[config.mk]
export PLATFORM = sky130hd
export DESIGN_NAME = serial_mag_comparator
export DESIGN_NICKNAME = d
export VERILOG_FILES = /design/src/rtl/serial_mag_comparator.sv
export SDC_FILE = /design/constraint.sdc
export NUM_CORES = 1
export LEC_CHECK = 0
export ABC_AREA = 0
export BUFFER_PORTS_ARGS = -buffer_cell sky130_fd_sc_hd__buf_2
export CORE_AREA = 2 2 39 41
export DETAILED_ROUTE_END_ITERATION = 12
export DIE_AREA = 0 0 41 43
export PLACE_DENSITY = 0.71
export SLEW_MARGIN = 20
export SYNTH_ARGS = -nofsm -noshare
export SYNTH_HDL_FRONTEND = slang
export SYNTH_SLANG_ARGS = --single-unit
[constraint.sdc]
create_clock -name clk -period 4.1 [get_ports clk]
set_clock_uncertainty 0.05 [all_clocks]
set_input_delay 0.615 -clock clk [delete_from_list [all_inputs] [get_ports clk]]
set_output_delay 0.615 -clock clk [all_outputs]
set_load 0.01 [all_outputs]
[src/rtl/serial_mag_comparator.sv]
// serial_mag_comparator
//
// Bit-serial magnitude comparator. It compares two WIDTH-bit operands A and B
// that arrive one bit pair (a, b) per accepted handshake. The result is kept
// as one-hot flags E (A==B), L (A<B) and G (A>B).
//
// A comparison can be seeded with the result of a neighbouring chunk through
// e_in/l_in/g_in. This lets several instances be cascaded to compare wider
// operands.
//
// Build option: define SERIAL_CMP_LSB_FIRST_EN to receive bits LSB first.
//   - Default (macro undefined), MSB first: the first unequal pair decides the
//     result. The seed acts as the higher-order result, so it dominates
//     whenever it is not "equal".
//   - LSB first: every unequal pair overwrites the result. The seed acts as the
//     lower-order result and is overridden by any unequal pair.
// Interface, FSM, latency and reset behaviour are the same in both builds.
//
// Parameters:
//   WIDTH  bit pairs per comparison (2..32)
//   CNT_W  width of the count output
//
// Ports:
//   clk             rising-edge clock
//   rst             synchronous active-high reset
//   start           begin a new comparison (only looked at in IDLE)
//   e_in/l_in/g_in  cascade seed, captured together with start
//   a, b            current bit pair
//   bit_valid       a/b hold a valid pair
//   bit_ready       a pair is accepted this cycle (RUN only)
//   E, L, G         running/final result, exactly one high
//   done            one-cycle pulse when the result is final
//   busy            high in RUN and DONE
//   count           pairs accepted in the current comparison

module serial_mag_comparator #(
  parameter int WIDTH = 8,
  parameter int CNT_W = $clog2(WIDTH + 1)
) (
  input  logic             clk,
  input  logic             rst,
  input  logic             start,
  input  logic             e_in,
  input  logic             l_in,
  input  logic             g_in,
  input  logic             a,
  input  logic             b,
  input  logic             bit_valid,
  output logic             bit_ready,
  output logic             E,
  output logic             L,
  output logic             G,
  output logic             done,
  output logic             busy,
  output logic [CNT_W-1:0] count
);

  typedef enum logic [1:0] {
    IDLE = 2'd0,
    RUN  = 2'd1,
    DONE = 2'd2
  } state_t;

  state_t           state;
  state_t           state_next;

  logic             e_q;
  logic             l_q;
  logic             g_q;
  logic [CNT_W-1:0] count_q;

  logic             e_next;
  logic             l_next;
  logic             g_next;
  logic [CNT_W-1:0] count_next;

  logic             accept;
  logic             last_pair;
  logic             seed_valid;

  // A pair is consumed only while running and the source offers one. Nothing
  // on a/b/bit_valid matters in any other state.
  assign accept    = (state == RUN) && bit_valid;

  // The pair that brings the count up to WIDTH finishes the comparison.
  assign last_pair = accept && (count_q == CNT_W'(WIDTH - 1));

  // For three bits, an odd number of ones that is not all three means exactly
  // one is set. Any other seed pattern is treated as "equal".
  assign seed_valid = (e_in ^ l_in ^ g_in) & ~(e_in & l_in & g_in);

  // State register. Reset wins over everything else, so a comparison in flight
  // is simply dropped without a done pulse.
  always_ff @(posedge clk) begin
    if (rst) begin
      state <= IDLE;
    end else begin
      state <= state_next;
    end
  end

  // Next-state logic. DONE always lasts exactly one cycle. start is ignored
  // outside IDLE.
  always_comb begin
    state_next = state;
    case (state)
      IDLE:    if (start) state_next = RUN;
      RUN:     if (last_pair) state_next = DONE;
      DONE:    state_next = IDLE;
      default: state_next = IDLE;
    endcase
  end

  // Moore outputs decoded from the current state.
  always_comb begin
    bit_ready = 1'b0;
    busy      = 1'b0;
    done      = 1'b0;
    case (state)
      RUN: begin
        bit_ready = 1'b1;
        busy      = 1'b1;
      end
      DONE: begin
        busy = 1'b1;
        done = 1'b1;
      end
      default: ;
    endcase
  end

  // Result and count update. In IDLE a start loads the seed and clears the
  // count. In RUN each accepted pair bumps the count and may change the
  // result. Otherwise the values hold, so the final result stays visible in
  // IDLE until the next comparison begins.
  always_comb begin
    e_next     = e_q;
    l_next     = l_q;
    g_next     = g_q;
    count_next = count_q;
    case (state)
      IDLE: begin
        if (start) begin
          count_next = '0;
          if (seed_valid) begin
            {e_next, l_next, g_next} = {e_in, l_in, g_in};
          end else begin
            {e_next, l_next, g_next} = 3'b100;
          end
        end
      end
      RUN: begin
        if (accept) begin
          count_next = count_q + CNT_W'(1);
`ifdef SERIAL_CMP_LSB_FIRST_EN
          // Later pairs are more significant, so any difference replaces
          // whatever was decided so far.
          if (a && !b) begin
            {e_next, l_next, g_next} = 3'b001;
          end else if (!a && b) begin
            {e_next, l_next, g_next} = 3'b010;
          end
`else
          // Earlier pairs are more significant, so only an operand pair that
          // is still equal can be decided by this bit.
          if (e_q && a && !b) begin
            {e_next, l_next, g_next} = 3'b001;
          end else if (e_q && !a && b) begin
            {e_next, l_next, g_next} = 3'b010;
          end
`endif
        end
      end
      default: ;
    endcase
  end

  // Result/count registers. Reset state is "equal" with nothing accepted.
  always_ff @(posedge clk) begin
    if (rst) begin
      e_q     <= 1'b1;
      l_q     <= 1'b0;
      g_q     <= 1'b0;
      count_q <= '0;
    end else begin
      e_q     <= e_next;
      l_q     <= l_next;
      g_q     <= g_next;
      count_q <= count_next;
    end
  end

  assign E     = e_q;
  assign L     = l_q;
  assign G     = g_q;
  assign count = count_q;

endmodule
==> impl_results.md, run 1 <==
* Fin. max-slew vios at 0
* Pin count of the biggest net entering global routing at 13
* Compound-Gate Fraction of Synth Area at approximately 17%
* Synth Net Count at 81
* Crit path max fanout at 12
* Netlist Area Pre-Place at 594.3 um2
* CTS tree: built
* Vias per cell at roughly 5.3
* Die width at 41 um
* CTS max path bufs at 2
* Hold Buf Count CTS at 0
* Num rows at 14
* Critical path required time at about 3400 ps
* Pwr/cell area at 616.7 nW/um2
* Clock sinks at 9
* Reg-to-Reg Start: state[1]
* Xor/xnor share of the synthesized area at between 4 and 5%
* Synth area leaders: dfxtp_1 30%, ha_1 15%, a21oi_1 5.1%
* Die area at about 1800 um2
* Worst reg2reg path depth at 6
* Reg clk slew, reported paths at 60 ps
* Post-Syn Instances at 65
* Routed WL per cell at 10.75 um
* Synth warn at 0
* IO Pins at 19
* Max IR drop VDD at roughly 0.34 mV
* #FFs+latches synth at 9
* Clk_lat worst skew at 260 ps
* Antenna violations before repair at 0
* Status: completed
* Critical Setup Path Class: flip-flop to output port
* Largest delay share family, worst path: adder cells
* Worst path arrival time at roughly 1400 ps
* First-pass GRT wire length at ~1.6 mm
* Num CTS Buffers at 3
* Antenna-violating nets left at 0
* Clk pwr share at around 15%
* Dpl cells at between 90 and 100
* FF-to-FF setup slack at 2340 ps
* Critical R2R Capture: count[3]
* Final setup fails at 0
* Register area share after synthesis at approximately 30%
* Endpoint class of the critical path: output port
* Post-route cell area at about 700 um2
* Number of remaining DRC errors at 0
* Initial Utilization at 42.95%
* Area share of and/or/nand/nor cells after synthesis at between 20% and 30%
* Internal at 0.2599 mW
* Hold path depth at 2
* Tmin final at 2014 ps
* Drt first pass iters at 4
* Post-CTS sizing at 0
* Relative slew slack at 70.98%
* Core area at 1384 um2
* Hold Fails Final Rpt at 0
* Final WL at about 1.1 mm
* Hold Crit Class: flip-flop to flip-flop
* All-Layer GR Usage at 13.71%
* CP bufs+invs at 2
* # diodes at 0
* Vias in the first global route at approximately 420
* DIE HEIGHT at ~43 um
* PortBufs at 18
* RSZ-0062 raised after global routing: no
* Synth unique cells at 29
* Post-Synth Adder-Cell Area at roughly 15%
* Area post-placement at 693.2 um2
* Seq pwr share at 28.1%
* Top-area cell type share of the netlist area at ~30%
* Worst-path cell chain: inv_1 > ha_1 > buf_2
* P_sw at between 0.15 and 0.2 mW
* Slowest Stage Delay on Critical Path at around 440 ps
* Final net count at slightly above 100
* Final Cycle Share at about half
* Setup TNS at 0 ps
* Filler cell count at 140
* Postcts setup bufs at 0
* Layout cells sized above 1 at roughly 28%
* GRT overflow at 0
* Final cell count without fillers at approximately 100
* Slowest-stage cell, CP: ha_1
* H-Tree Depth at 1
* Vias at between 500 and 600
* Final Wtd Congestion at roughly 0.76
* Maximum capacitance violations at 0
* Syn Area/Cell at around 9.1 um2
* Drt initial violations at 11
* Area Growth Syn to Fin at 21.05%
* Hold endpoint: G
* Cell taking the most area after synthesis: dfxtp_1
* Hpwl dp at just under 900 um
* Leakage power at ~0.33 nW
* F_max at 0.4966 GHz
* Root Buffer: clkbuf_4
* Hold Path Origin: G
* Largest family of logic cells by synthesized area: simple AND/OR/NAND/NOR gates
* Power share of the combinational group at approximately 56%
* Switch share at between 40% and 50%
* Most frequent cells in the layout: 18 x buf_2, 9 x dfxtp_1, 7 x ha_1
* Tightest Pin Transition at between 400 and 500 ps
* Commonest non-fill, non-tap cell in the layout: buf_2
* Multiplexer share of the synthesized area at between 6 and 7%
* Worst Setup Start Kind: flip-flop
## stage by stage
step | hold slack [ps] | worst slack [ps] | util [%] | total power, mW
floorplan | 437.1 | 2472 | - | 0.3295
detailed placement | 413.8 | 2291 | 50.09 | 0.3811
global placement | 403.4 | 2337 | 50.09 | 0.3763
finish | 418.6 | 2086 | 51.99 | 0.4437
global route | 464.0 | 1952 | 51.99 | 0.4850
CTS | 422.5 | 2054 | 51.99 | 0.4503
## sequential cells by signal, summed over array words and instances, names as in the netlist
name,count
count,4
E,1
L,1
G,1
state,2
## layer usage
| metal | vias up | track usage (%) | wire length (um) |
|---|---|---|---|
| li1 | 269 | - | - |
| met5 | - | 0 | 0 |
| met2 | 19 | 20.31 | 488 |
| met3 | 4 | 3.665 | 71 |
| met4 | 0 | 8.000 | 23 |
| met1 | 240 | 16.94 | 503 |
## cells in the mapped netlist (all sizes together)
library cell  number
o21bai             1
nand2b             2
nand2              4
mux2               1
o31a               1
nor3b              1
nor2               6
buf                2
nand3              2
nand4              1
nand3b             1
xor2               2
dfxtp              9
o21ai              1
nor2b              1
nor3               1
a2111oi            1
nand4b             2
and3               1
o41ai              1
a211oi             1
a21oi              6
ha                 7
mux2i              3
a211o              1
xnor2              1
and2b              1
inv                4
## tightest hold or removal path, cell delays in order, from the launching register on
cell	delay, ps
dfxtp_1	310
nand2b_1	60
a21oi_1	50
## power by group through the flow
stage | Sequential (mW) | Combinational (mW) | Clock [mW]
global route | 0.129 | 0.283 | 0.0731
global placement | 0.126 | 0.250 | 0
detailed placement | 0.127 | 0.254 | 0
CTS | 0.125 | 0.255 | 0.0707
finish | 0.125 | 0.251 | 0.0680
floorplan | 0.131 | 0.198 | 0
## logic make-up after synthesis
logic type / count (synthesis)
AO/OA/AOI/OAI: 13
XOR/XNOR: 3
adder cells (fa/ha/maj): 7
buffers and inverters: 6
flip-flops: 9
multiplexers: 4
AND/OR/NAND/NOR: 23
## cell type report
cell class	instances	area, um2	area share [%]
multi-input combinational	50	387.9	53.91
sequential	9	180.2	25.04
timing repair buffer	18	90.09	12.52
clock buffer	4	26.28	3.652
tap	16	20.02	2.783
inverter	4	15.01	2.087
## how the worst max path moves through the flow
stage                  start         to  slack (ps)  cells after the start
global route        state[1]  bit_ready        1950                      3
global placement        e_in          L        2340                      6
CTS                 state[1]  bit_ready        2050                      3
detailed placement      e_in          L        2290                      6
floorplan               e_in          L        2470                      5
finish              state[1]  bit_ready        2090                      3
(Power assumes the default switching activity.)
==> inputs of run 2 (changes only) <==
CORE_AREA = not set   (was 2 2 39 41)
CORE_UTILIZATION = 43   (was not set)
DIE_AREA = not set   (was 0 0 41 43)
PLACE_DENSITY = 0.72   (was 0.71)
clock period = 1.64 ns   (was 4.1 ns; I/O delays follow)
==> run 2 against run 1 <==
Against the previous run:
- sequential share of layout area is 1.5 points lower
- wire length grew 16%
- clock power grew to 2.6 times the previous value
- hold slack lost 210 ps
- global-route usage increased by 4.7 points
- critical path depth is 3 higher
- register-to-register slack lost 2300 ps
- highest routed layer unchanged
- power rose to 2.9 times the previous value
- cell area increased by 7.7%
- die area shrank 13%
==> impl_results.md, run 2 (same netlist as run 1, synthesis figures left out) <==
* Tightest Pin Transition at around 330 ps
* Num CTS Buffers at 3
* Routed WL per cell at around 12 um
* Critical path required time at 1750 ps
* Die area at between 1500 and 2000 um2
* Clock sinks at 9
* Layout cells sized above 1 at approximately 42%
* Hpwl dp at ~930 um
* Antenna violations before repair at 0
* Endpoint class of the critical path: flip-flop
* Commonest non-fill, non-tap cell in the layout: buf_2
* GR Util met2 at around 29%
* Multi-input logic area at around 420 um2
* IO Pins at 19
* Hold Crit Class: input port to flip-flop
* All-Layer GR Usage at 18.38%
* Critical Setup Path Class: flip-flop to flip-flop
* First-pass GRT wire length at 1.849 mm
* Area Growth Syn to Fin at 30.32%
* Worst Setup Start Kind: flip-flop
* Final cell count without fillers at around 100
* Pwr/cell area at ~1600 nW/um2
* Max IR drop VDD at approximately 0.94 mV
* Total power draw at around 1.3 mW
* Number of remaining DRC errors at 0
* Tmin final at approximately 1600 ps
* Hold Buf Count CTS at 0
* F_max at 0.6371 GHz
* Vias per cell at ~5.3
* Final setup fails at 0
* Crit path max fanout at 5
* Maximum capacitance violations at 0
* Antenna-violating nets left at 0
* Most frequent cells in the layout: 18 x buf_2, 7 x dfxtp_1, 6 x nor2_1
* Hold Fails Final Rpt at 0
* Relative slew slack at between 70% and 80%
* Drt initial violations at 8
* FF+latch area at 182.7 um2
* Core area at around 1300 um2
* GR Layer Usage met3 at approximately 5.2%
* PortBufs at 18
* DIE HEIGHT at 39.18 um
* GRT overflow at 0
* Drt first pass iters at 4
* Status: completed
* Reg clk slew, reported paths at around 60 ps
* H-Tree Depth at 1
* Final Wtd Congestion at 0.7888
* Num rows at 13
* Vias at roughly 550
* Pin count of the biggest net entering global routing at 9
* Final net count at ~110
* Setup TNS at 0 ps
* CTS tree: built
* Vias in the first global route at approximately 470
* Initial Utilization at a little under half
* Final Cycle Share at between 90% and 100%
* Worst path arrival time at approximately 1700 ps
* Final WL at roughly 1.3 mm
* Filler cell count at 127
* Leakage power at between 0.3 and 0.4 nW
* # diodes at 0
* Dpl cells at just under 100
* Busiest grt layer: met2
* Fin. max-slew vios at 0
* CTS max path bufs at 2
* Clk_lat worst skew at ~260 ps
* GR Util met1 at between 20% and 30%
* Max reg flops at 4
* Die width at 39.18 um
* Root Buffer: clkbuf_4
## run 2: cell count changes in the layout (fill, tap and decap cells not counted), sizes merged
| cell | change |
|---|---|
| buf | +3 |
## run 2: layout make-up
class	count	area share, %
well taps	15	2.423
flip-flops and latches	9	23.59
repair buffers	21	14.54
inverters	4	1.939
multi-input cells	50	54.12
clock buffers	4	3.393
## run 2: critical path: stages, from the launching register on
cell and delay (ps):
dfxtp_2 330, inv_1 90, ha_4 190, and2b_2 240
a2111oi_4 340, nand2b_1 150, a21oi_1 60
## run 2: timing repair
action	CTS	global route
gates resized for setup	1	10
pin swaps	0	1
buffers inserted	0	1
endpoints found under the hold margin	0	0
endpoints found under the setup margin	2	7
## run 2: path summary, 6_finish.rpt
check,startpoint,end,slack [ps],depth (start not counted)
max,state[0],G,70,6
min,rst,count[1],210,2
max reg2reg,state[0],G,70,6
min reg2reg,G,G,420,2
## run 2: metrics by stage
| stage | hold WS (ps) | worst slack, ps | utilization [%] | instance area [um2] |
|---|---|---|---|---|
| 3_5_place_dp | 417.9 | -2.752 | 55.01 | 706.9 |
| 3_3_place_gp | 415.1 | 23.19 | 55.01 | 706.9 |
| 6_report | 209.7 | 70.27 | 60.27 | 774.5 |
| 2_1_floorplan | 362.5 | 35.34 | - | 594.3 |
| 4_1_cts | 210.6 | 2.435 | 57.35 | 737.0 |
| 5_1_grt | 211.8 | -0.8222 | 60.27 | 774.5 |
## run 2: power breakdown
group          internal, mW  leakage, nW  switching, mW  total [mW]
combinational         0.375        0.261          0.406       0.781
clock                0.0941       0.0150         0.0816       0.176
sequential            0.276       0.0742         0.0378       0.314
total                 0.745        0.351          0.525        1.27
## run 2: layer usage
metal,vias up,share of wire [%]
met5,-,0
met4,0,3.0
met3,6,5.7
met2,17,46
met1,248,45
li1,276,-
